## src/rtl/pipeline_ctrl_if.sv

```systemverilog
// Request/response bundle between the pipeline stages and the hazard scheduler.
// The scheduler sits on the slave side; the stage logic (or a bench) drives the master side.
interface pipeline_ctrl_if #(
  parameter int CNT_W = 32
);
  logic             stallreq_if_i;
  logic             jbstallreq_i;
  logic             lwstallreq_i;
  logic             stallreq_ex_i;
  logic             stallreq_mem_i;
  logic [4:0]       stall_o;
  logic [4:0]       bubble_o;
  logic             timeout_o;
  logic [CNT_W-1:0] stall_cycles_o;

  modport master (
    output stallreq_if_i, jbstallreq_i, lwstallreq_i, stallreq_ex_i, stallreq_mem_i,
    input  stall_o, bubble_o, timeout_o, stall_cycles_o
  );

  modport slave (
    input  stallreq_if_i, jbstallreq_i, lwstallreq_i, stallreq_ex_i, stallreq_mem_i,
    output stall_o, bubble_o, timeout_o, stall_cycles_o
  );
endinterface

```

## src/rtl/pipeline_ctrl.sv

```systemverilog
// Hazard/stall scheduler for the 5-stage pipeline: priority-arbitrates stage stall requests,
// sequences multi-cycle jump/branch bubbles, flags stuck EX/MEM stalls and counts stalled cycles.
module pipeline_ctrl #(
  parameter int JB_BUBBLES = 1,
  parameter int TIMEOUT    = 1024,
  parameter int CNT_W      = 32
) (
  input  logic           clk,
  input  logic           rst,
  pipeline_ctrl_if.slave bus
);

  localparam int JBW = 4;
  localparam int TOW = $clog2(TIMEOUT + 1);
  localparam logic [JBW-1:0] JB_RELOAD = JBW'(JB_BUBBLES - 1);
  localparam logic [TOW-1:0] TO_LAST   = TOW'(TIMEOUT - 1);
  localparam logic [TOW-1:0] TO_SAT    = TOW'(TIMEOUT);

  // Vector order: [0]PC [1]IF/ID [2]ID/EX [3]EX/MEM [4]MEM/WB
  localparam logic [4:0] ST_MEM = 5'b01111, BU_MEM = 5'b10000;
  localparam logic [4:0] ST_EX  = 5'b00111, BU_EX  = 5'b01000;
  localparam logic [4:0] ST_LW  = 5'b00011, BU_LW  = 5'b00100;
  localparam logic [4:0] ST_JB  = 5'b00000, BU_JB  = 5'b00010;
  localparam logic [4:0] ST_IF  = 5'b00001, BU_IF  = 5'b00010;

  typedef enum logic {
    ST_RUN,
    ST_JBSEQ
  } state_t;

  state_t           state_q, state_d;
  logic [JBW-1:0]   jb_cnt_q, jb_cnt_d;
  logic [TOW-1:0]   to_cnt_q, to_cnt_d;
  logic             timeout_q, timeout_d;
  logic [CNT_W-1:0] cnt_q, cnt_d;

  logic [4:0] stall, bubble;
  logic       hi_req;
  logic       jb_src;
  logic       exmem_req;

  always_ff @(posedge clk) begin
    state_q   <= state_d;
    jb_cnt_q  <= jb_cnt_d;
    to_cnt_q  <= to_cnt_d;
    timeout_q <= timeout_d;
    cnt_q     <= cnt_d;
  end

  always_comb begin
    stall     = 5'b00000;
    bubble    = 5'b00000;
    state_d   = state_q;
    jb_cnt_d  = jb_cnt_q;
    to_cnt_d  = to_cnt_q;
    timeout_d = timeout_q;
    cnt_d     = cnt_q;
    exmem_req = bus.stallreq_ex_i | bus.stallreq_mem_i;
    hi_req    = exmem_req | bus.lwstallreq_i;
    // An active JB sequence keeps bubbling IF/ID even after ID drops its request.
    jb_src    = bus.jbstallreq_i | (state_q == ST_JBSEQ);

    if (rst) begin
      bubble    = 5'b11111;
      state_d   = ST_RUN;
      jb_cnt_d  = '0;
      to_cnt_d  = '0;
      timeout_d = 1'b0;
      cnt_d     = '0;
    end else begin
      if (bus.stallreq_mem_i) begin
        stall  = ST_MEM;
        bubble = BU_MEM;
      end else if (bus.stallreq_ex_i) begin
        stall  = ST_EX;
        bubble = BU_EX;
      end else if (bus.lwstallreq_i) begin
        stall  = ST_LW;
        bubble = BU_LW;
      end else if (jb_src) begin
        stall  = ST_JB;
        bubble = BU_JB;
      end else if (bus.stallreq_if_i) begin
        stall  = ST_IF;
        bubble = BU_IF;
      end

      // Higher-priority stalls freeze the bubble sequence; LW beating JB leaves ID to re-present it.
      case (state_q)
        ST_RUN: begin
          if (!hi_req && bus.jbstallreq_i && (JB_BUBBLES > 1)) begin
            jb_cnt_d = JB_RELOAD;
            state_d  = ST_JBSEQ;
          end
        end
        ST_JBSEQ: begin
          if (!hi_req) begin
            if (bus.jbstallreq_i) begin
              jb_cnt_d = JB_RELOAD;
            end else begin
              jb_cnt_d = jb_cnt_q - 1'b1;
              if (jb_cnt_q == JBW'(1)) state_d = ST_RUN;
            end
          end
        end
        default: state_d = ST_RUN;
      endcase

      if (exmem_req) begin
        if (to_cnt_q == TO_LAST) timeout_d = 1'b1;
        if (to_cnt_q != TO_SAT)  to_cnt_d  = to_cnt_q + 1'b1;
      end else begin
        to_cnt_d = '0;
      end

      if (((stall != 5'b00000) || (bubble != 5'b00000)) && (cnt_q != {CNT_W{1'b1}})) begin
        cnt_d = cnt_q + 1'b1;
      end
    end
  end

  // Registered status is masked during reset so the reset view appears in the same cycle.
  assign bus.stall_o        = stall;
  assign bus.bubble_o       = bubble;
  assign bus.timeout_o      = timeout_q & ~rst;
  assign bus.stall_cycles_o = rst ? '0 : cnt_q;

endmodule
```

## src/flat_wrapper.sv

```systemverilog
// flat-port wrapper written by rule: the top's interface ports become plain ports
module pipeline_ctrl_flat 
#(
  parameter int JB_BUBBLES = 1,
  parameter int TIMEOUT    = 1024,
  parameter int CNT_W      = 32
)
  (clk, rst, bus_stallreq_if_i, bus_jbstallreq_i, bus_lwstallreq_i, bus_stallreq_ex_i, bus_stallreq_mem_i, bus_stall_o, bus_bubble_o, bus_timeout_o, bus_stall_cycles_o);
  pipeline_ctrl_if #(.CNT_W(CNT_W)) bus_i ();
  input  logic clk;
  input  logic rst;
  input wire logic [$bits(bus_i.stallreq_if_i)-1:0] bus_stallreq_if_i;
  input wire logic [$bits(bus_i.jbstallreq_i)-1:0] bus_jbstallreq_i;
  input wire logic [$bits(bus_i.lwstallreq_i)-1:0] bus_lwstallreq_i;
  input wire logic [$bits(bus_i.stallreq_ex_i)-1:0] bus_stallreq_ex_i;
  input wire logic [$bits(bus_i.stallreq_mem_i)-1:0] bus_stallreq_mem_i;
  output wire logic [$bits(bus_i.stall_o)-1:0] bus_stall_o;
  output wire logic [$bits(bus_i.bubble_o)-1:0] bus_bubble_o;
  output wire logic [$bits(bus_i.timeout_o)-1:0] bus_timeout_o;
  output wire logic [$bits(bus_i.stall_cycles_o)-1:0] bus_stall_cycles_o;
  assign bus_i.stallreq_if_i = bus_stallreq_if_i;
  assign bus_i.jbstallreq_i = bus_jbstallreq_i;
  assign bus_i.lwstallreq_i = bus_lwstallreq_i;
  assign bus_i.stallreq_ex_i = bus_stallreq_ex_i;
  assign bus_i.stallreq_mem_i = bus_stallreq_mem_i;
  assign bus_stall_o = bus_i.stall_o;
  assign bus_bubble_o = bus_i.bubble_o;
  assign bus_timeout_o = bus_i.timeout_o;
  assign bus_stall_cycles_o = bus_i.stall_cycles_o;
  pipeline_ctrl #(.JB_BUBBLES(JB_BUBBLES), .TIMEOUT(TIMEOUT), .CNT_W(CNT_W)) u_core (.clk(clk), .rst(rst), .bus(bus_i));
endmodule
```

## config.mk

```make
export PLATFORM = sky130hd
export DESIGN_NAME = pipeline_ctrl_flat
export DESIGN_NICKNAME = d
export VERILOG_FILES = /design/src/rtl/pipeline_ctrl_if.sv /design/src/rtl/pipeline_ctrl.sv /design/src/flat_wrapper.sv
export SDC_FILE = /design/constraint.sdc
export NUM_CORES = 1
export LEC_CHECK = 0
export ABC_AREA = 1
export BUFFER_PORTS_ARGS = -buffer_cell sky130_fd_sc_hd__clkbuf_2
export CAP_MARGIN = 5
export CORE_MARGIN = 10
export CORE_UTILIZATION = 43
export DETAILED_ROUTE_END_ITERATION = 10
export PLACE_DENSITY_LB_ADDON = 0.25
export SLEW_MARGIN = 20
export SYNTH_ARGS = -nofsm -noshare
export SYNTH_HDL_FRONTEND = slang
export SYNTH_SLANG_ARGS = --single-unit
```

## constraint.sdc

```tcl
create_clock -name clk -period 2.7 [get_ports clk]
set_input_delay 0.135 -clock clk [delete_from_list [all_inputs] [get_ports clk]]
set_output_delay 0.135 -clock clk [all_outputs]
set_load 0.03 [all_outputs]
```

==> flow_summary.json <==
{
  "grt_use_total_pct": 14.0,
  "ios": 50,
  "fin_ws_ns": 0.718,
  "cts_num_sinks": 49,
  "seq_area_frac_synth_pct": 31.6,
  "postPlaceCellArea_um2": 3380,
  "seq_power_share_pct": 53.1,
  "finalInstanceArea_um2": 3490,
  "die_w_um": 105,
  "cp.required_ns": 2.87,
  "wl_met1_um": 3680,
  "crit_type": "flop to flop",
  "yosysUniqueCellTypes": 32,
  "cp_top_family": "simple AND/OR/NAND/NOR gates",
  "rsz0062_at_grt": "false",
  "min_path_cells": 3,
  "clock-skew-final_ns": 0.00899,
  "post_cts_buffers": 0,
  "routedWlPerCell_um": 11.5,
  "drv_slew": 0,
  "fin_hold_ws_ns": 0.118,
  "grt-ovfl-total": 0,
  "clk_path_buf_depth": 2,
  "worstSetupEndpointType": "flop",
  "drtAntennaViolNets": 0,
  "status": "finished, final reports clean",
  "worst_r2r_path_depth": 10,
  "hp-start": "bus_jbstallreq_i",
  "dp_worst_setup_slack_ns": 0.712,
  "dieHeight_um": 105,
  "core_area_um2": 6910,
  "fill_cells": 754,
  "timing.rr.end": "u_core.cnt_q[4]$_SDFFE_PP0P_",
  "cts.clk_slew.worst_paths_ns": 0.09,
  "synth_nets": 531,
  "avgSynthCellArea_um2": 5.99,
  "netlist_instances": 519,
  "layout_min_cycle_time_ns": 1.98,
  "grt_pass1_vias": 3068,
  "totalWireLength_um": 7590,
  "clkPwrFrac_pct": 39.4,
  "power_per_cell_area_nw_per_um2": 397,
  "diodes": 0,
  "dr_wl_met2_um": 3420,
  "setup_tns_ns": 0,
  "min_to": "u_core.state_q$_SDFF_PP0_",
  "p_total_mw": 1.39,
  "ys_warn_count": 0,
  "cts_resized": 0,
  "critPathLaunchType": "flop",
  "crit_chain": "ha_1 -> inv_1 -> nor2_4 -> nand2_4 -> nor2_4 -> nand2_4 -> nand2_8 -> inv_2 -> nand2_1 -> a21oi_1",
  "highest_layer": "met4",
  "path_buf_inv": 2,
  "ys_ff_latch": 49,
  "final_hold_viol_count": 0,
  "peakVddDrop_v": 0.000215,
  "htree_levels": 2,
  "cts_tree": "done",
  "cpMaxStageDelayCell": "dfxtp_1",
  "grt_pass1_wl_um": 13600,
  "viasPerCell": 4.79,
  "placement.io_buffers": 48,
  "first_iter_violations": 204,
  "die_area_um2": 11000,
  "dpl.hpwl_um": 5860,
  "p_leak_nw": 1.39,
  "setup_violations": 0,
  "vias": 3147,
  "p_int_mw": 1.06,
  "ff2ff_setup_slack_ns": 0.72,
  "holdBufCountCts": 0,
  "met3_wirelength_um": 383,
  "place.gp.congestion": 0.832,
  "worstMarginPinSlew_ns": 0.583,
  "fmaxAchievable_mhz": 504,
  "layout-drive-gt1-share_pct": 12.1,
  "combPwrFrac_pct": 7.5,
  "crit_fanout": 28,
  "crit_arrival_ns": 2.16,
  "num-nets-final": 572,
  "drv_cap": 0,
  "route.detailed.drc": 0,
  "fp-row-count": 30,
  "clk_latency_ns": 0.31,
  "p_sw_share_pct": 23.7,
  "timing.slew.headroom_pct": 61.1,
  "grt_max_degree": 51,
  "start_util_pct": 45.0,
  "cts-buffers-inserted": 5,
  "dr.pass1.iters": 4,
  "root_buffer": "clkbuf_8",
  "p_switching_uw": 328,
  "synthesis.area_um2": 3110,
  "timing.final.crit_share_pct": 73.4,
  "syn_to_final_growth_pct": 12.5,
  "r2r-start": "u_core.cnt_q[1]$_SDFFE_PP0P_",
  "hold_path_class": "primary input to flop",
  "slowest_delay_ns": 0.39,
  "antenna_found_initial": 0
}
worst max path at each step:
stage,startpoint,end,cells after the start
after floorplan,u_core.cnt_q[1]$_SDFFE_PP0P_,u_core.cnt_q[1]$_SDFFE_PP0P_,11
after global placement,u_core.cnt_q[1]$_SDFFE_PP0P_,u_core.cnt_q[27]$_SDFFE_PP0P_,10
after detailed placement,u_core.cnt_q[1]$_SDFFE_PP0P_,u_core.cnt_q[14]$_SDFFE_PP0P_,10
after CTS,u_core.cnt_q[1]$_SDFFE_PP0P_,u_core.cnt_q[14]$_SDFFE_PP0P_,10
after global routing,u_core.cnt_q[1]$_SDFFE_PP0P_,u_core.cnt_q[29]$_SDFFE_PP0P_,10
final,u_core.cnt_q[1]$_SDFFE_PP0P_,u_core.cnt_q[4]$_SDFFE_PP0P_,10
metal layers:
metal	global-route usage (%)	vias to the layer above
li1	-	1656
met2	23.7	74
met3	3.07	8
met1	17.5	1409
met4	3.63	0
met5	0	-
placed cells by master (no fill, tap or decap), drive strengths merged, types with 2 or more instances in the layout:
| cell | instances |
|---|---|
| nand3 | 17 |
| inv | 70 |
| nor3 | 9 |
| clkbuf | 55 |
| a21oi | 28 |
| xor2 | 16 |
| nor2 | 124 |
| or2 | 2 |
| nand4 | 10 |
| o21ai | 11 |
| dfxtp | 49 |
| ha | 5 |
| nand2 | 154 |
| clkinv | 2 |
power groups by stage:
stage	sequential, mW	combinational [mW]	clock, mW
6_report	0.737	0.104	0.546
5_1_grt	0.739	0.118	0.594
4_1_cts	0.737	0.106	0.563
3_5_place_dp	0.754	0.105	0
3_3_place_gp	0.754	0.104	0
2_1_floorplan	0.752	0.0815	0
cells by family after synthesis:
group | count (synthesis) | synth area share (%)
and+or+nand+nor | 317 | 42.4
DFF | 49 | 31.6
xor gates and xnor gates | 17 | 4.79
AOI/OAI and AO/OA | 43 | 7.25
buffers and inverters | 87 | 11.8
adders and majority gates | 5 | 2.01
other | 1 | 0.121
registers in the layout, summed over array words and instances, names as in the netlist:
register          flops
u_core.cnt_q         32
u_core.jb_cnt_q       4
u_core.state_q        1
u_core.timeout_q      1
u_core.to_cnt_q      11
through the flow:
stage	std cells	utilization, %
2_1_floorplan	519	-
4_1_cts	657	50.6
3_3_place_gp	649	48.9
6_report	657	50.6
5_1_grt	657	50.6
3_5_place_dp	649	48.9
cells in the mapped netlist:
cell | number | area [um2]
o21ai_0 | 11 | 55.1
inv_1 | 69 | 259
nand2_4 | 2 | 22.5
xor2_1 | 16 | 140
clkinv_1 | 2 | 7.51
buf_1 | 1 | 3.75
nor4_1 | 1 | 6.26
dfxtp_1 | 49 | 981
xnor2_1 | 1 | 8.76
buf_4 | 2 | 15.0
a21oi_1 | 28 | 140
nand2_8 | 1 | 20.0
o22ai_1 | 1 | 6.26
nand4_1 | 10 | 62.6
a211oi_1 | 1 | 7.51
nor3_1 | 9 | 45.0
clkbuf_1 | 6 | 22.5
o21a_1 | 1 | 7.51
nand2_1 | 150 | 563
nand3_2 | 1 | 10.0
nor2_1 | 120 | 450
buf_6 | 4 | 45.0
or2_2 | 2 | 12.5
nor2_4 | 3 | 33.8
a2111oi_0 | 1 | 8.76
buf_2 | 2 | 10.0
nor2_2 | 1 | 6.26
nand2_2 | 1 | 6.26
conb_1 | 1 | 3.75
nand3_1 | 16 | 80.1
ha_1 | 5 | 62.6
inv_2 | 1 | 3.75
layout make-up:
| type | count | area, um2 | area share [%] |
|---|---|---|---|
| clock buffers | 7 | 86.3 | 2.47 |
| well taps | 96 | 120 | 3.44 |
| inverters | 72 | 270 | 7.73 |
| repair buffers | 49 | 248 | 7.09 |
| flip-flops and latches | 49 | 981 | 28.1 |
| clock inverters | 1 | 30.0 | 0.859 |
| multi-input cells | 383 | 1760 | 50.3 |
worst min-delay path, stage by stage:
cell	delay [ns]
clkbuf_2	0.09
nor4_1	0.04
nor3_1	0.11
(Power assumes the default switching activity.)
